$ cat src/rtl/chunked_add_sequencer_pkg.sv
// chunked_add_sequencer_pkg: shared state encoding, slice width and chunk-count helper
package chunked_add_sequencer_pkg;
   localparam int CHUNK_W = 4;
   typedef enum logic [1:0] {IDLE = 2'd0, RUN = 2'd1, DONE = 2'd2} state_t;
   function automatic int nchunk(input int width);
      return width / CHUNK_W;
   endfunction
endpackage

$ cat src/rtl/chunked_add_sequencer_if.sv
// chunked_add_sequencer_if: operand/result handshake bundle for the sequenced adder
interface chunked_add_sequencer_if #(parameter int WIDTH = 16);
   logic             in_valid;
   logic             in_ready;
   logic [WIDTH-1:0] in_a;
   logic [WIDTH-1:0] in_b;
   logic             in_cin;
   logic             out_valid;
   logic             out_ready;
   logic [WIDTH-1:0] out_sum;
   logic             out_cout;
   logic             out_ovf;
   logic             busy;
   modport master (output in_valid, in_a, in_b, in_cin, out_ready,
                   input  in_ready, out_valid, out_sum, out_cout, out_ovf, busy);
   modport slave  (input  in_valid, in_a, in_b, in_cin, out_ready,
                   output in_ready, out_valid, out_sum, out_cout, out_ovf, busy);
endinterface

$ cat src/rtl/chunked_add_sequencer_adder4_ks.sv
// adder4_ks: combinational 4-bit Kogge-Stone prefix adder slice
module adder4_ks (
   input  logic [3:0] a,
   input  logic [3:0] b,
   input  logic       cin,
   output logic [3:0] sum,
   output logic       cout
);
   logic [3:0] p0, g0, p1, g1, g2;
   // cin is folded into bit 0's generate so every prefix group already includes it
   assign p0   = a ^ b;
   assign g0   = {a[3:1] & b[3:1], (a[0] & b[0]) | (p0[0] & cin)};
   assign g1   = {g0[3:1] | (p0[3:1] & g0[2:0]), g0[0]};
   assign p1   = {p0[3:1] & p0[2:0], p0[0]};
   assign g2   = {g1[3:2] | (p1[3:2] & g1[1:0]), g1[1:0]};
   assign sum  = p0 ^ {g2[2:0], cin};
   assign cout = g2[3];
endmodule

$ cat src/rtl/chunked_add_sequencer.sv
// chunked_add_sequencer: WIDTH-bit adder that reuses one 4-bit slice, LS nibble first
module chunked_add_sequencer
   import chunked_add_sequencer_pkg::*;
#(
   parameter int WIDTH = 16
) (
   input logic                   clk,
   input logic                   rst,
   chunked_add_sequencer_if.slave bus
);
   localparam int             NCHUNK = nchunk(WIDTH);
   localparam int             IW     = NCHUNK > 1 ? $clog2(NCHUNK) : 1;
   localparam logic [1:0]     S_IDLE = IDLE;
   localparam logic [1:0]     S_RUN  = RUN;
   localparam logic [1:0]     S_DONE = DONE;
   localparam logic [IW-1:0]  LAST   = IW'(NCHUNK - 1);

   logic [1:0]         state;
   logic [WIDTH-1:0]   a, b, sum;
   logic               carry;
   logic [IW-1:0]      idx;
   logic [CHUNK_W-1:0] s_sum;
   logic               s_cout;

   adder4_ks slice (
      .a    (a[int'(idx) * CHUNK_W +: CHUNK_W]),
      .b    (b[int'(idx) * CHUNK_W +: CHUNK_W]),
      .cin  (carry),
      .sum  (s_sum),
      .cout (s_cout)
   );

   // accept in IDLE, write one nibble per RUN cycle, hold the result in DONE until taken
   always_ff @(posedge clk or posedge rst) begin
      if (rst) begin
         state <= S_IDLE;
         a     <= '0;
         b     <= '0;
         sum   <= '0;
         carry <= 1'b0;
         idx   <= '0;
      end else if (state == S_IDLE) begin
         if (bus.in_valid) begin
            a     <= bus.in_a;
            b     <= bus.in_b;
            carry <= bus.in_cin;
            sum   <= '0;
            idx   <= '0;
            state <= S_RUN;
         end
      end else if (state == S_RUN) begin
         sum[int'(idx) * CHUNK_W +: CHUNK_W] <= s_sum;
         carry <= s_cout;
         idx   <= idx == LAST ? '0 : idx + 1'b1;
         if (idx == LAST) state <= S_DONE;
      end else if (bus.out_ready) begin
         state <= S_IDLE;
      end
   end

   assign bus.in_ready  = state == S_IDLE;
   assign bus.out_valid = state == S_DONE;
   assign bus.busy      = state != S_IDLE;
   assign bus.out_sum   = sum;
   assign bus.out_cout  = bus.out_valid & carry;
   assign bus.out_ovf   = bus.out_valid & (a[WIDTH-1] == b[WIDTH-1]) & (sum[WIDTH-1] != a[WIDTH-1]);
endmodule

$ cat src/flat_wrapper.sv
// flat-port wrapper written by rule: the top's interface ports become plain ports
module chunked_add_sequencer_flat import chunked_add_sequencer_pkg::*;
#(
   parameter int WIDTH = 16
)
  (clk, rst, bus_in_valid, bus_in_a, bus_in_b, bus_in_cin, bus_out_ready, bus_in_ready, bus_out_valid, bus_out_sum, bus_out_cout, bus_out_ovf, bus_busy);
  chunked_add_sequencer_if #(.WIDTH(WIDTH)) bus_i ();
  input logic clk;
  input logic rst;
  input wire logic [$bits(bus_i.in_valid)-1:0] bus_in_valid;
  input wire logic [$bits(bus_i.in_a)-1:0] bus_in_a;
  input wire logic [$bits(bus_i.in_b)-1:0] bus_in_b;
  input wire logic [$bits(bus_i.in_cin)-1:0] bus_in_cin;
  input wire logic [$bits(bus_i.out_ready)-1:0] bus_out_ready;
  output wire logic [$bits(bus_i.in_ready)-1:0] bus_in_ready;
  output wire logic [$bits(bus_i.out_valid)-1:0] bus_out_valid;
  output wire logic [$bits(bus_i.out_sum)-1:0] bus_out_sum;
  output wire logic [$bits(bus_i.out_cout)-1:0] bus_out_cout;
  output wire logic [$bits(bus_i.out_ovf)-1:0] bus_out_ovf;
  output wire logic [$bits(bus_i.busy)-1:0] bus_busy;
  assign bus_i.in_valid = bus_in_valid;
  assign bus_i.in_a = bus_in_a;
  assign bus_i.in_b = bus_in_b;
  assign bus_i.in_cin = bus_in_cin;
  assign bus_i.out_ready = bus_out_ready;
  assign bus_in_ready = bus_i.in_ready;
  assign bus_out_valid = bus_i.out_valid;
  assign bus_out_sum = bus_i.out_sum;
  assign bus_out_cout = bus_i.out_cout;
  assign bus_out_ovf = bus_i.out_ovf;
  assign bus_busy = bus_i.busy;
  chunked_add_sequencer #(.WIDTH(WIDTH)) u_core (.clk(clk), .rst(rst), .bus(bus_i));
endmodule
$ cat config.mk
export PLATFORM = sky130hd
export DESIGN_NAME = chunked_add_sequencer_flat
export DESIGN_NICKNAME = d
export VERILOG_FILES = /design/src/rtl/chunked_add_sequencer_pkg.sv /design/src/rtl/chunked_add_sequencer_if.sv /design/src/rtl/chunked_add_sequencer_adder4_ks.sv /design/src/rtl/chunked_add_sequencer.sv /design/src/flat_wrapper.sv
export SDC_FILE = /design/constraint.sdc
export NUM_CORES = 1
export LEC_CHECK = 0
export ABC_AREA = 1
export BUFFER_PORTS_ARGS = -buffer_cell sky130_fd_sc_hd__buf_2
export CAP_MARGIN = 20
export CORE_UTILIZATION = 45
export CTS_CLUSTER_SIZE = 14
export DETAILED_ROUTE_END_ITERATION = 10
export PLACE_DENSITY = 0.68
export SLEW_MARGIN = 20
export SYNTH_ARGS = -nofsm -noshare
export SYNTH_HDL_FRONTEND = slang
export SYNTH_HIERARCHICAL = 1
export SYNTH_SLANG_ARGS = --single-unit
$ cat constraint.sdc
create_clock -name clk -period 2.9 [get_ports clk]
set_clock_uncertainty 0.15 [all_clocks]
set_input_delay 0.58 -clock clk [delete_from_list [all_inputs] [get_ports clk]]
set_output_delay 0.58 -clock clk [all_outputs]
set_load 0.05 [all_outputs]
======== Yosys cells after proc, flatten, opt, wreduce, memory -nomap -nowiden ========
Index checks and enable logic that the tools add are counted.
operators by class
  add/sub/neg operators ................... 2
  eq/ne operators ......................... 7
  shifts and indexed selects .............. 4
  multiplexer cells ....................... 16
  bitwise operators ....................... 14
  reduce and logical (&&, ||, !) cells .... 7
operators with widths
  kind                                                                     number
  16-bit 2-to-1 mux                                                        3
  4-bit negation with 33-bit output                                        1
  4-bit by 33-bit variable shift with 16-bit output, first input constant  1
  4-bit by 33-bit indexed part select with 16-bit output                   1
  16-bit by 5-bit indexed part select with 4-bit output                    2
  2-bit 2-to-1 mux                                                         9
  16-bit bitwise mux                                                       1
  3-bit AND                                                                3
  4-bit bitwise XOR                                                        2
  1-bit AND                                                                5
  2-bit == test, second input constant                                     2
  2-bit AND reduction                                                      2
  2-bit nonzero test                                                       2
  1-bit 2-to-1 mux                                                         3
  3-bit inequality test, second input constant                             1
  3-bit bitwise OR                                                         1
  3-bit AND reduction                                                      1
  3-bit nonzero test                                                       1
  2-bit by 1-bit adder with 2-bit output, second input constant            1
  2-bit AND                                                                1
  2-bit by 1-bit == test with 1-bit output, second input constant          1
  2-bit logical NOT                                                        1
  2-bit inequality test, second input constant                             1
  2-bit bitwise OR                                                         1
  3 further kinds                                                          3
word-level totals
  register bits after elaboration ......... 53
  input port bits ......................... 37
  logic and storage cells ................. 56

======== Depth between registers and ports, before layout ========
Gate-level depths: netlist of run 1.
  word-level depth ........................ 13
  gate-level depth with buffers ........... 14
  gate-level depth less buffers ........... 13

======== Hierarchy ========
The synthesis of run 1 kept the hierarchy.
by module, submodules not included
  module                 instances  cells each  area each (sq um)  sequential area each (sq um)
  chunked_add_sequencer  1          333         2,601.2            1,326.3
  adder4_ks              1          20          148.9              0.0

======== Least setup slack after synthesis of run 1 ========
No wires, ideal clock.
  path kind ............................... reg2reg
  from .................................... register u_core.idx[0]
  to ...................................... register u_core.sum[6], in the netlist u_core/bus.out_sum[6]
  library setup time ...................... 66 ps
  arrival ................................. 2,420 ps
  setup slack ............................. 265 ps
  cell stages (with the launch flop) ...... 12
  path buffers ............................ 1
  clock period less this slack ............ 2,635 ps
  cell sequence ........................... dfrtp_1 -> inv_1 -> clkbuf_1 -> o21ai_0 -> o21ai_0 -> fa_1 -> fa_1 -> xor2_1 -> inv_1 -> nor3_1 -> nand3_1 -> nand2_1
between the ends
  cells in the longest elaborated chain, start to end .. 11
  elaborated cells between the ends (all ways) .. 19
  classes of those cells .................. add/sub: 1; shift: 4; mux: 3; bitwise: 11
ends and longest elaborated chain
  item                                                                             RTL line                                                  source
  start, declared                                                                  chunked_add_sequencer.sv:21                               logic [IW-1:0] idx;
  start signal, assigned                                                           chunked_add_sequencer.sv:54                               idx <= idx == LAST ? '0 : idx + 1'b1;
  16-bit by 5-bit indexed part select with 4-bit output, on equally long branches  chunked_add_sequencer.sv:26, chunked_add_sequencer.sv:27
  4-bit bitwise XOR                                                                chunked_add_sequencer_adder4_ks.sv:11                     assign p0 = a ^ b;
  1-bit AND                                                                        chunked_add_sequencer_adder4_ks.sv:12                     assign g0 = {a[3:1] & b[3:1], (a[0] & b[0]) | (p0[0] & cin)};
  1-bit bitwise OR                                                                 chunked_add_sequencer_adder4_ks.sv:12
  3-bit AND                                                                        chunked_add_sequencer_adder4_ks.sv:13                     assign g1 = {g0[3:1] | (p0[3:1] & g0[2:0]), g0[0]};
  3-bit bitwise OR                                                                 chunked_add_sequencer_adder4_ks.sv:13
  4-bit bitwise XOR (*)                                                            chunked_add_sequencer_adder4_ks.sv:16                     assign sum = p0 ^ {g2[2:0], cin};
  net u_core.s_sum[2]                                                              chunked_add_sequencer.sv:22                               logic [CHUNK_W-1:0] s_sum;
  4-bit by 33-bit indexed part select with 16-bit output (*)                       chunked_add_sequencer.sv:52                               sum[int'(idx) * CHUNK_W +: CHUNK_W] <= s_sum;
  16-bit bitwise mux (*)                                                           chunked_add_sequencer.sv:52
  16-bit 2-to-1 mux (*)                                                            chunked_add_sequencer.sv:51                               end else if (state == S_RUN) begin
  16-bit 2-to-1 mux (*)                                                            chunked_add_sequencer.sv:42                               end else if (state == S_IDLE) begin
  end signal, assigned by index                                                    chunked_add_sequencer.sv:52
  end, declared                                                                    chunked_add_sequencer.sv:19                               logic [WIDTH-1:0] a, b, sum;
The timed path passes the listed nets; every way through them passes the cells marked *. The select of a mux whose other input is x is not followed.
A chain may end at the register's enable or synchronous reset.

======== Final worst setup path of run 1 ========
  from .................................... register u_core.idx[1]
  to ...................................... register u_core.sum[6], in the netlist u_core/bus.out_sum[6]
The elaborated chain is that of the path after synthesis.

==> impl_metrics.env, run 1 <==
export IMPL_pwr_density_cell_nw_per_um2=1220
export IMPL_grtUsageTotal_pct=21.0
export IMPL_ir_drop_uv=805
export IMPL_die_w_um=80.2
export IMPL_grt_pass1_vias=2307
export IMPL_viasPerCell=4.95
export IMPL_ys_ff_latch=53
export IMPL_ctsLongestPathBuffers=2
export IMPL_ant_nets=0
export IMPL_finalPower_w=0.00389
export IMPL_switching_share_pct=50.3
export IMPL_fp_dieArea_sq_um=6430
export IMPL_globalplace_congestion=0.893
export IMPL_post_dp_cell_area_sq_um=3090
export IMPL_place_ws_ns=0.176
export IMPL_cp_depth=10
export IMPL_postLayoutCoreUtil_pct=54.0
export IMPL_clock_power_share_pct=10.6
export IMPL_vias=2411
export IMPL_setup_ws_ns=0.161
export IMPL_synth_area_per_cell_sq_um=7.79
export IMPL_finalHoldViolations=0
export IMPL_path_max_fanout=7
export IMPL_drv_cap=0
export IMPL_netlist_cell_type_count=25
export IMPL_startpoint_type="flop"
export IMPL_power_frac_comb_pct=58.5
export IMPL_finalCriticalPeriod_ns=2.74
export IMPL_crit_family="adder cells"
export IMPL_cts_tree="yes"
export IMPL_drt_first_pass_iters=4
export IMPL_wl_per_cell_um=12.5
export IMPL_coreArea_sq_um=5920
export IMPL_stdcell_count=487
export IMPL_path_class="flop to flop"
export IMPL_fp_dieH_um=80.2
export IMPL_cp_data_arrival_time_ns=2.84
export IMPL_worstSetupEndpointType="flop"
export IMPL_syn2layout_area_growth_pct=16.2
export IMPL_p_int_w=0.00193
export IMPL_seqPwrFrac_pct=30.9
export IMPL_cp_required_ns=3.00
export IMPL_path_clk_slew_ns=0.09
export IMPL_grt_antenna_before_repair=0
export IMPL_syn_nets=400
export IMPL_stdcell_area_sq_um=3190
export IMPL_grt_max_degree=41
export IMPL_p_switching_w=0.00196
export IMPL_clock_fmax_mhz=365
export IMPL_nets=459
export IMPL_hold_buffers=0
export IMPL_ys_warn_count=6
export IMPL_synthCells=353
export IMPL_drc=0
export IMPL_hold_class="input pin to asynchronous set/reset pin"
export IMPL_status="finished, final reports clean"
export IMPL_yosysSeqAreaShare_pct=48.2
export IMPL_tightest_slew_ns=0.583
export IMPL_setup_viol=0
export IMPL_numCtsBuffers=5
export IMPL_reg2regPathDepth=10
export IMPL_hpwl_um=4500
export IMPL_layout_drive_gt1_share_pct=20.1
export IMPL_numClockSinks=53
export IMPL_dp_cells=479
export IMPL_drtIter0Drc=115
export IMPL_slew_headroom_pct=61.1
export IMPL_grt_pass1_wl_um=10400
export IMPL_finalCritPeriodShare_pct=94.5
export IMPL_cpPeakStageDelay_ns=0.50
export IMPL_num_rows=28
export IMPL_start_util_pct=46.4
export IMPL_cpMaxStageDelayCell="fa_1"
export IMPL_cts_root_buf="clkbuf_8"
export IMPL_crit_buf_inv=2
export IMPL_overflow=0
export IMPL_cp_cell_sequence="clkinvlp_4, o21ai_0, o21ai_0, fa_1, fa_1, xor2_2, inv_1, nor3_1, nand3_1, nand2_1"
export IMPL_io_buffers=57
export IMPL_diodes=0
export IMPL_wl_um=6080
export IMPL_htree_levels=2
export IMPL_io_pins=58
export IMPL_syn_area_sq_um=2750
export IMPL_p_leak_nw=1.81
export IMPL_drv_slew=0
export IMPL_clk_latency_ns=0.30
==> power groups by stage <==
stage,Clock (W),Sequential (W),Combinational (W)
6_report,0.000413,0.00120,0.00228
5_1_grt,0.000460,0.00124,0.00256
4_1_cts,0.000430,0.00120,0.00219
3_5_place_dp,0,0.00121,0.00217
3_3_place_gp,0,0.00121,0.00212
2_1_floorplan,0,0.00129,0.00160
==> cells in the final DEF (no fill, tap or decap) <==
cell type,count
a21oi_1,10
buf_2,57
buf_4,8
clkbuf_1,1
clkbuf_8,6
clkinvlp_4,1
dfrtp_1,53
fa_1,2
ha_1,8
inv_1,27
inv_2,5
nand2_1,136
nand2_2,1
nand2_4,3
nand3_1,24
nand4_1,1
nor2_1,18
nor2_4,1
nor3_1,12
o21a_1,1
o21ai_0,32
o21ai_1,1
o21bai_1,1
o22ai_1,2
xor2_2,1
==> layout make-up <==
class                           instances  area [sq um]
Clock buffer                            7          86.3
Fill cell                             598          2730
Inverter                               33           128
Multi-Input combinational cell        254          1210
Sequential cell                        53          1330
Tap cell                               75          93.8
Timing Repair Buffer                   65           345
==> stage by stage <==
stage                     hold WS (ns)  setup TNS, ns
final                            0.106              0
after global routing             0.120        -0.0221
after CTS                        0.111              0
after detailed placement         0.311              0
after global placement           0.308              0
after floorplan                  0.294              0
==> worst register-to-register path, stage by stage (launching register included) <==
cell        delay, ns
dfrtp_1          0.44
clkinvlp_4       0.19
o21ai_0          0.11
o21ai_0          0.13
fa_1             0.50
fa_1             0.45
xor2_2           0.23
inv_1            0.09
nor3_1           0.22
nand3_1          0.12
nand2_1          0.07
==> path summary, 6_finish.rpt <==
path,from,endpoint,slack (ns)
worst min-delay path,rst,u_core/b[8],0.11
min in group clk,bus_in_b[12],u_core/b[12],0.31
worst max register to register,u_core/idx[1],u_core/bus.out_sum[6],0.16
worst max-delay path,u_core/idx[1],u_core/bus.out_sum[6],0.16
worst min register to register,u_core/bus.out_sum[8],u_core/bus.out_sum[8],0.33
max in group asynchronous,rst,u_core/b[1],1.90
==> per-layer routing <==
layer,vias up,wire length [um],part of all wire (%),GRT usage [%]
met5,-,0,0,0
met4,0,106,1.7,7.68
met3,11,260,4.3,4.09
met2,65,2880,47,35.1
met1,1105,2830,47,27.0
li1,1230,-,-,-
==> cell usage after synthesis (all sizes together) <==
cell      n  share of area, %
ha        8               3.6
nand2   140                20
fa        2               1.5
nor2     19               2.9
o21a      1              0.27
o22ai     2              0.45
inv      32               4.4
nand4     1              0.23
o21ai    33               6.0
nor3     12               2.2
clkbuf    4              0.55
nand3    24               4.4
a21oi    10               1.8
o21bai    1              0.27
clkinv    1              0.14
dfrtp    53                48
buf       9               2.8
xor2      1              0.32
==> flip-flops by register name (all words and copies together), names as in the netlist <==
signal	flops
u_core/b	16
u_core/bus.out_sum	16
u_core/carry	1
u_core/idx	2
u_core/state	2
u_core/a	16
==> kinds of logic after synthesis <==
| logic type | count (synthesis) | share of synthesized area [%] |
|---|---|---|
| adders and majority gates | 10 | 5.10 |
| xor gates and xnor gates | 1 | 0.319 |
| buffers and inverters | 46 | 7.87 |
| AOI/OAI and AO/OA | 47 | 8.83 |
| and+or+nand+nor | 196 | 29.7 |
| DFF | 53 | 48.2 |
==> repair_timing <==
action / CTS / global route
resized for setup: 0 / 3
setup endpoints to repair: 0 / 5
setup buffers: 0 / 1
Note: power is estimated with default switching activity, not from simulation.
==> run 2: changes to the inputs <==
Settings changed: CORE_MARGIN set to 2, MAX_ROUTING_LAYER set to met4.
==> impl_metrics.env, run 2 (same netlist as run 1, synthesis figures left out) <==
export IMPL_switching_share_pct=50.7
export IMPL_die_w_um=82.2
export IMPL_cts_tree="yes"
export IMPL_finalCritPeriodShare_pct=92.6
export IMPL_diodes=0
export IMPL_grt_max_degree=54
export IMPL_vias=2378
export IMPL_tightest_slew_ns=0.550
export IMPL_fp_dieH_um=82.2
export IMPL_path_clk_slew_ns=0.10
export IMPL_r2r_start="u_core/idx[0]"
export IMPL_grt_pass1_wl_um=10500
export IMPL_nets=457
export IMPL_startpoint_type="flop"
export IMPL_wl_per_cell_um=12.7
export IMPL_worstSetupEndpointType="flop"
export IMPL_io_buffers=57
export IMPL_p_leak_nw=1.80
export IMPL_drv_slew=0
export IMPL_worst_hold_slack_ns=0.136
export IMPL_htree_levels=2
export IMPL_num_rows=28
export IMPL_hold_class="input pin to asynchronous set/reset pin"
export IMPL_ant_nets=0
export IMPL_path_max_fanout=7
export IMPL_ff2ff_setup_slack_ns=0.21
export IMPL_wl_um=6190
export IMPL_setup_viol=0
export IMPL_reg2regPathDepth=11
export IMPL_place_ws_ns=0.201
export IMPL_ctsLongestPathBuffers=2
export IMPL_p_switching_w=0.00194
export IMPL_syn2layout_area_growth_pct=15.8
export IMPL_hold_buffers=0
export IMPL_layout_drive_gt1_share_pct=19.7
export IMPL_setup_ws_ns=0.214
export IMPL_cp_required_ns=3.00
export IMPL_hpwl_um=4600
export IMPL_drt_first_pass_iters=4
export IMPL_cts_setup_buffers=0
export IMPL_clock_power_share_pct=10.9
export IMPL_numCtsBuffers=5
export IMPL_io_pins=58
export IMPL_ir_drop_uv=501
export IMPL_reg2reg_to="u_core/bus.out_sum[6]"
export IMPL_fp_dieArea_sq_um=6750
export IMPL_finalCriticalPeriod_ns=2.69
export IMPL_drtIter0Drc=123
export IMPL_pwr_density_cell_nw_per_um2=1200
export IMPL_stdcell_count=486
export IMPL_setup_tns_final_ns=0
export IMPL_rsz0062_at_grt="false"
export IMPL_dp_cells=478
export IMPL_start_util_pct=46.4
export IMPL_path_class="flop to flop"
export IMPL_seqPwrFrac_pct=31.4
export IMPL_grtUsageTotal_pct=21.0
export IMPL_p_int_w=0.00188
export IMPL_cts_resized=0
export IMPL_cts_root_buf="clkbuf_8"
export IMPL_grt_antenna_before_repair=0
export IMPL_drv_cap=0
export IMPL_finalHoldViolations=0
export IMPL_clock_fmax_mhz=372
export IMPL_drc=0
export IMPL_layout_cells_most_common_list="136 x nand2_1, 57 x buf_2, 53 x dfrtp_1"
export IMPL_clk_latency_ns=0.31
export IMPL_cp_data_arrival_time_ns=2.79
export IMPL_slew_headroom_pct=63.3
export IMPL_numClockSinks=53
export IMPL_layout_commonest_cell="nand2_1"
export IMPL_grt_pass1_vias=2346
export IMPL_power_frac_comb_pct=57.7
export IMPL_viasPerCell=4.89
export IMPL_globalplace_congestion=0.887
export IMPL_status="finished, final reports clean"
export IMPL_overflow=0
export IMPL_coreArea_sq_um=5920
[run 2: routing by layer]
layer	part of all wire [%]	GRT usage, %	vias to the layer above
li1	-	-	1225
met1	45	26.2	1092
met2	50	35.3	52
met3	4.2	3.70	9
met4	1.1	5.83	0
met5	0	-	-
[run 2: per-stage QoR]
step,power [W],area [sq um],util [%]
finish,0.00382,3190,53.8
global route,0.00420,3190,53.8
CTS,0.00382,3180,53.7
detailed placement,0.00340,3090,52.3
global placement,0.00333,3090,52.3
floorplan,0.00289,2750,-
[run 2: how the worst max path moves through the flow]
stage | from | endpoint | slack [ns] | depth (start not counted)
6_report | u_core/idx[0] | u_core/bus.out_sum[6] | 0.21 | 11
2_1_floorplan | u_core/idx[0] | u_core/bus.out_sum[6] | 0.26 | 11
3_5_place_dp | u_core/idx[0] | u_core/bus.out_sum[6] | 0.20 | 11
4_1_cts | u_core/idx[0] | u_core/bus.out_sum[6] | 0.17 | 11
5_1_grt | u_core/idx[0] | u_core/bus.out_sum[14] | 0.004 | 11
3_3_place_gp | u_core/idx[0] | u_core/bus.out_sum[6] | 0.34 | 10
[run 2: worst max-delay path: stages, from the launching register on]
cell and delay (ns):
dfrtp_1 0.39, inv_1 0.15, a21oi_1 0.09, o21ai_0 0.09
o21ai_0 0.20, fa_1 0.52, fa_1 0.43, xor2_1 0.20
inv_1 0.10, nor3_2 0.15, nand3_1 0.10, nand2_1 0.07
[run 2: power groups by stage]
stage / clock network [W] / registers, W / logic (W)
detailed placement: 0 / 0.00122 / 0.00218
global placement: 0 / 0.00121 / 0.00212
global route: 0.000460 / 0.00124 / 0.00251
finish: 0.000415 / 0.00120 / 0.00220
CTS: 0.000427 / 0.00120 / 0.00219
floorplan: 0 / 0.00129 / 0.00160
[run 2: cell type report]
class,instances,area (sq um)
clock buffers,5,68.8
repair buffers,63,343
flip-flops and latches,53,1330
clock inverters,3,17.5
multi-input cells,254,1210
inverters,33,124
fillers,607,2740
well taps,75,93.8
==> run 3: changes to the inputs <==
Settings changed: ABC_AREA 1 to not set.
==> impl_metrics.env, run 3 <==
export IMPL_numClockSinks=53
export IMPL_hold_buffers=0
export IMPL_ant_nets=0
export IMPL_fp_dieArea_sq_um=6490
export IMPL_yosysMostFrequentCell="dfrtp_1"
export IMPL_drv_cap=0
export IMPL_syn_nets=245
export IMPL_fp_dieH_um=80.5
export IMPL_drv_slew=0
export IMPL_status="finished, final reports clean"
export IMPL_cts_resized=0
export IMPL_synthTopCellsByArea="dfrtp_1 50%, mux2_2 15%, mux4_2 6.8%"
export IMPL_ys_ff_latch=53
export IMPL_worstSetupEndpointType="flop"
export IMPL_globalplace_congestion=0.841
export IMPL_startpoint_type="flop"
export IMPL_pwr_density_cell_nw_per_um2=1280
export IMPL_ir_drop_uv=559
export IMPL_htree_levels=2
export IMPL_numCtsBuffers=5
export IMPL_io_pins=58
export IMPL_synth_area_per_cell_sq_um=13.3
export IMPL_synth_ff_type="dfrtp_1"
export IMPL_drc=0
export IMPL_finalHoldViolations=0
export IMPL_postLayoutCoreUtil_pct=55.7
export IMPL_place_ws_ns=0.0545
export IMPL_drt_first_pass_iters=4
export IMPL_finalCritPeriodShare_pct=95.6
export IMPL_wl_um=5000
export IMPL_multi_input_area_sq_um=1220
export IMPL_grt_pass1_wl_um=8280
export IMPL_synthCells=198
export IMPL_overflow=0
export IMPL_cp_required_ns=2.99
export IMPL_wl_per_cell_um=15.1
export IMPL_syn2layout_area_growth_pct=17.8
export IMPL_ctsLongestPathBuffers=2
export IMPL_layout_commonest_cell="buf_2"
export IMPL_netlist_cell_type_count=36
export IMPL_grtUsageTotal_pct=17.2
export IMPL_cts_root_buf="clkbuf_8"
export IMPL_finalCriticalPeriod_ns=2.77
export IMPL_cts_tree="yes"
export IMPL_cp_data_arrival_time_ns=2.86
export IMPL_hpwl_um=3710
export IMPL_grt_max_degree=54
export IMPL_num_rows=27
export IMPL_setup_ws_ns=0.126
export IMPL_layout_drive_gt1_share_pct=49.0
export IMPL_setup_viol=0
export IMPL_path_class="flop to flop"
export IMPL_tightest_slew_ns=0.661
export IMPL_diodes=0
export IMPL_finalPower_w=0.00398
export IMPL_yosysSeqAreaShare_pct=50.3
export IMPL_setup_tns_final_ns=0
export IMPL_grt_pass1_vias=1791
export IMPL_ys_warn_count=6
export IMPL_synth_common_cells="53 x dfrtp_1, 35 x mux2_2, 15 x nand2_1"
export IMPL_netlist_top_cell_by_area="dfrtp_1"
export IMPL_path_max_fanout=4
export IMPL_path_clk_slew_ns=0.10
export IMPL_syn_area_sq_um=2640
export IMPL_hold_class="input pin to asynchronous set/reset pin"
export IMPL_slew_headroom_pct=56.0
export IMPL_viasPerCell=5.28
export IMPL_io_buffers=57
export IMPL_layout_cells_most_common_list="57 x buf_2, 52 x dfrtp_1, 35 x mux2_2"
export IMPL_p_leak_nw=1.47
export IMPL_crit_start="u_core/idx[0]"
export IMPL_fillers=481
export IMPL_clk_latency_ns=0.30
export IMPL_coreArea_sq_um=5570
export IMPL_grt_antenna_before_repair=0
export IMPL_clock_fmax_mhz=361
export IMPL_cts_setup_buffers=0
export IMPL_r2r_start="u_core/idx[0]"
export IMPL_synthArstFlopShare_pct=100
export IMPL_regArea_sq_um=1330
export IMPL_drtIter0Drc=75
export IMPL_synth_edf_count=0
export IMPL_start_util_pct=47.3
export IMPL_post_dp_cell_area_sq_um=2990
export IMPL_vias=1747
export IMPL_synth_top_cell_area_share_pct=50.3
export IMPL_nets=305
export IMPL_die_w_um=80.5
export IMPL_stdcell_area_sq_um=3110
==> run 3: cell type report <==
cell class	instances	share of cell area [%]
Clock inverter	2	0.443
Timing Repair Buffer	63	10.6
Multi-Input combinational cell	125	39.4
Clock buffer	6	2.66
Inverter	10	1.21
Tap cell	72	2.90
Sequential cell	53	42.7
==> run 3: worst max-delay path: stages, from the launching register on <==
cell and delay (ns):
dfrtp_2 0.42, mux4_2 0.52, fa_1 0.48, fa_2 0.38, xor2_2 0.20, inv_1 0.09, nor4_2 0.28, mux2_2 0.19
==> run 3: kinds of logic (layout without fill, tap and decap cells) <==
kind of cell / Yosys count / in the layout / synth area share [%]
DFF: 53 / 53 / 50.3
buffers and inverters: 20 / 81 / 4.27
AOI/OAI and AO/OA: 30 / 30 / 8.12
adders and majority gates: 10 / 10 / 5.32
muxes: 48 / 48 / 23.8
and+or+nand+nor: 35 / 35 / 7.50
xor gates and xnor gates: 2 / 2 / 0.665
==> run 3: worst paths after layout <==
check,slack (ns),depth (start not counted),endpoint
min in group clk,0.31,2,u_core/state[1]
max in group asynchronous,1.85,3,u_core/idx[0]
hold / removal,0.29,3,u_core/bus.out_sum[9]
setup reg to reg,0.13,7,u_core/bus.out_sum[6]
setup / recovery,0.13,7,u_core/bus.out_sum[6]
hold reg to reg,0.34,1,u_core/a[14]
==> run 3: power breakdown <==
part	switching (W)	internal [W]	total (W)
logic	0.00127	0.00103	0.00230
clock network	0.000236	0.000194	0.000429
registers	0.000209	0.00104	0.00125
==> run 3: per-stage QoR <==
| step | cells | hold slack, ns |
|---|---|---|
| 6_report | 331 | 0.293 |
| 5_1_grt | 331 | 0.304 |
| 4_1_cts | 331 | 0.308 |
| 3_5_place_dp | 323 | 0.325 |
| 3_3_place_gp | 323 | 0.317 |
| 2_1_floorplan | 198 | 0.302 |
==> run 3: metal layers <==
| layer | GRT usage [%] | part of all wire, % | up-vias |
|---|---|---|---|
| li1 | - | - | 835 |
| met3 | 3.37 | 4.2 | 3 |
| met1 | 22.7 | 47 | 863 |
| met4 | 3.39 | 0.42 | 0 |
| met5 | - | 0 | - |
| met2 | 27.8 | 49 | 46 |
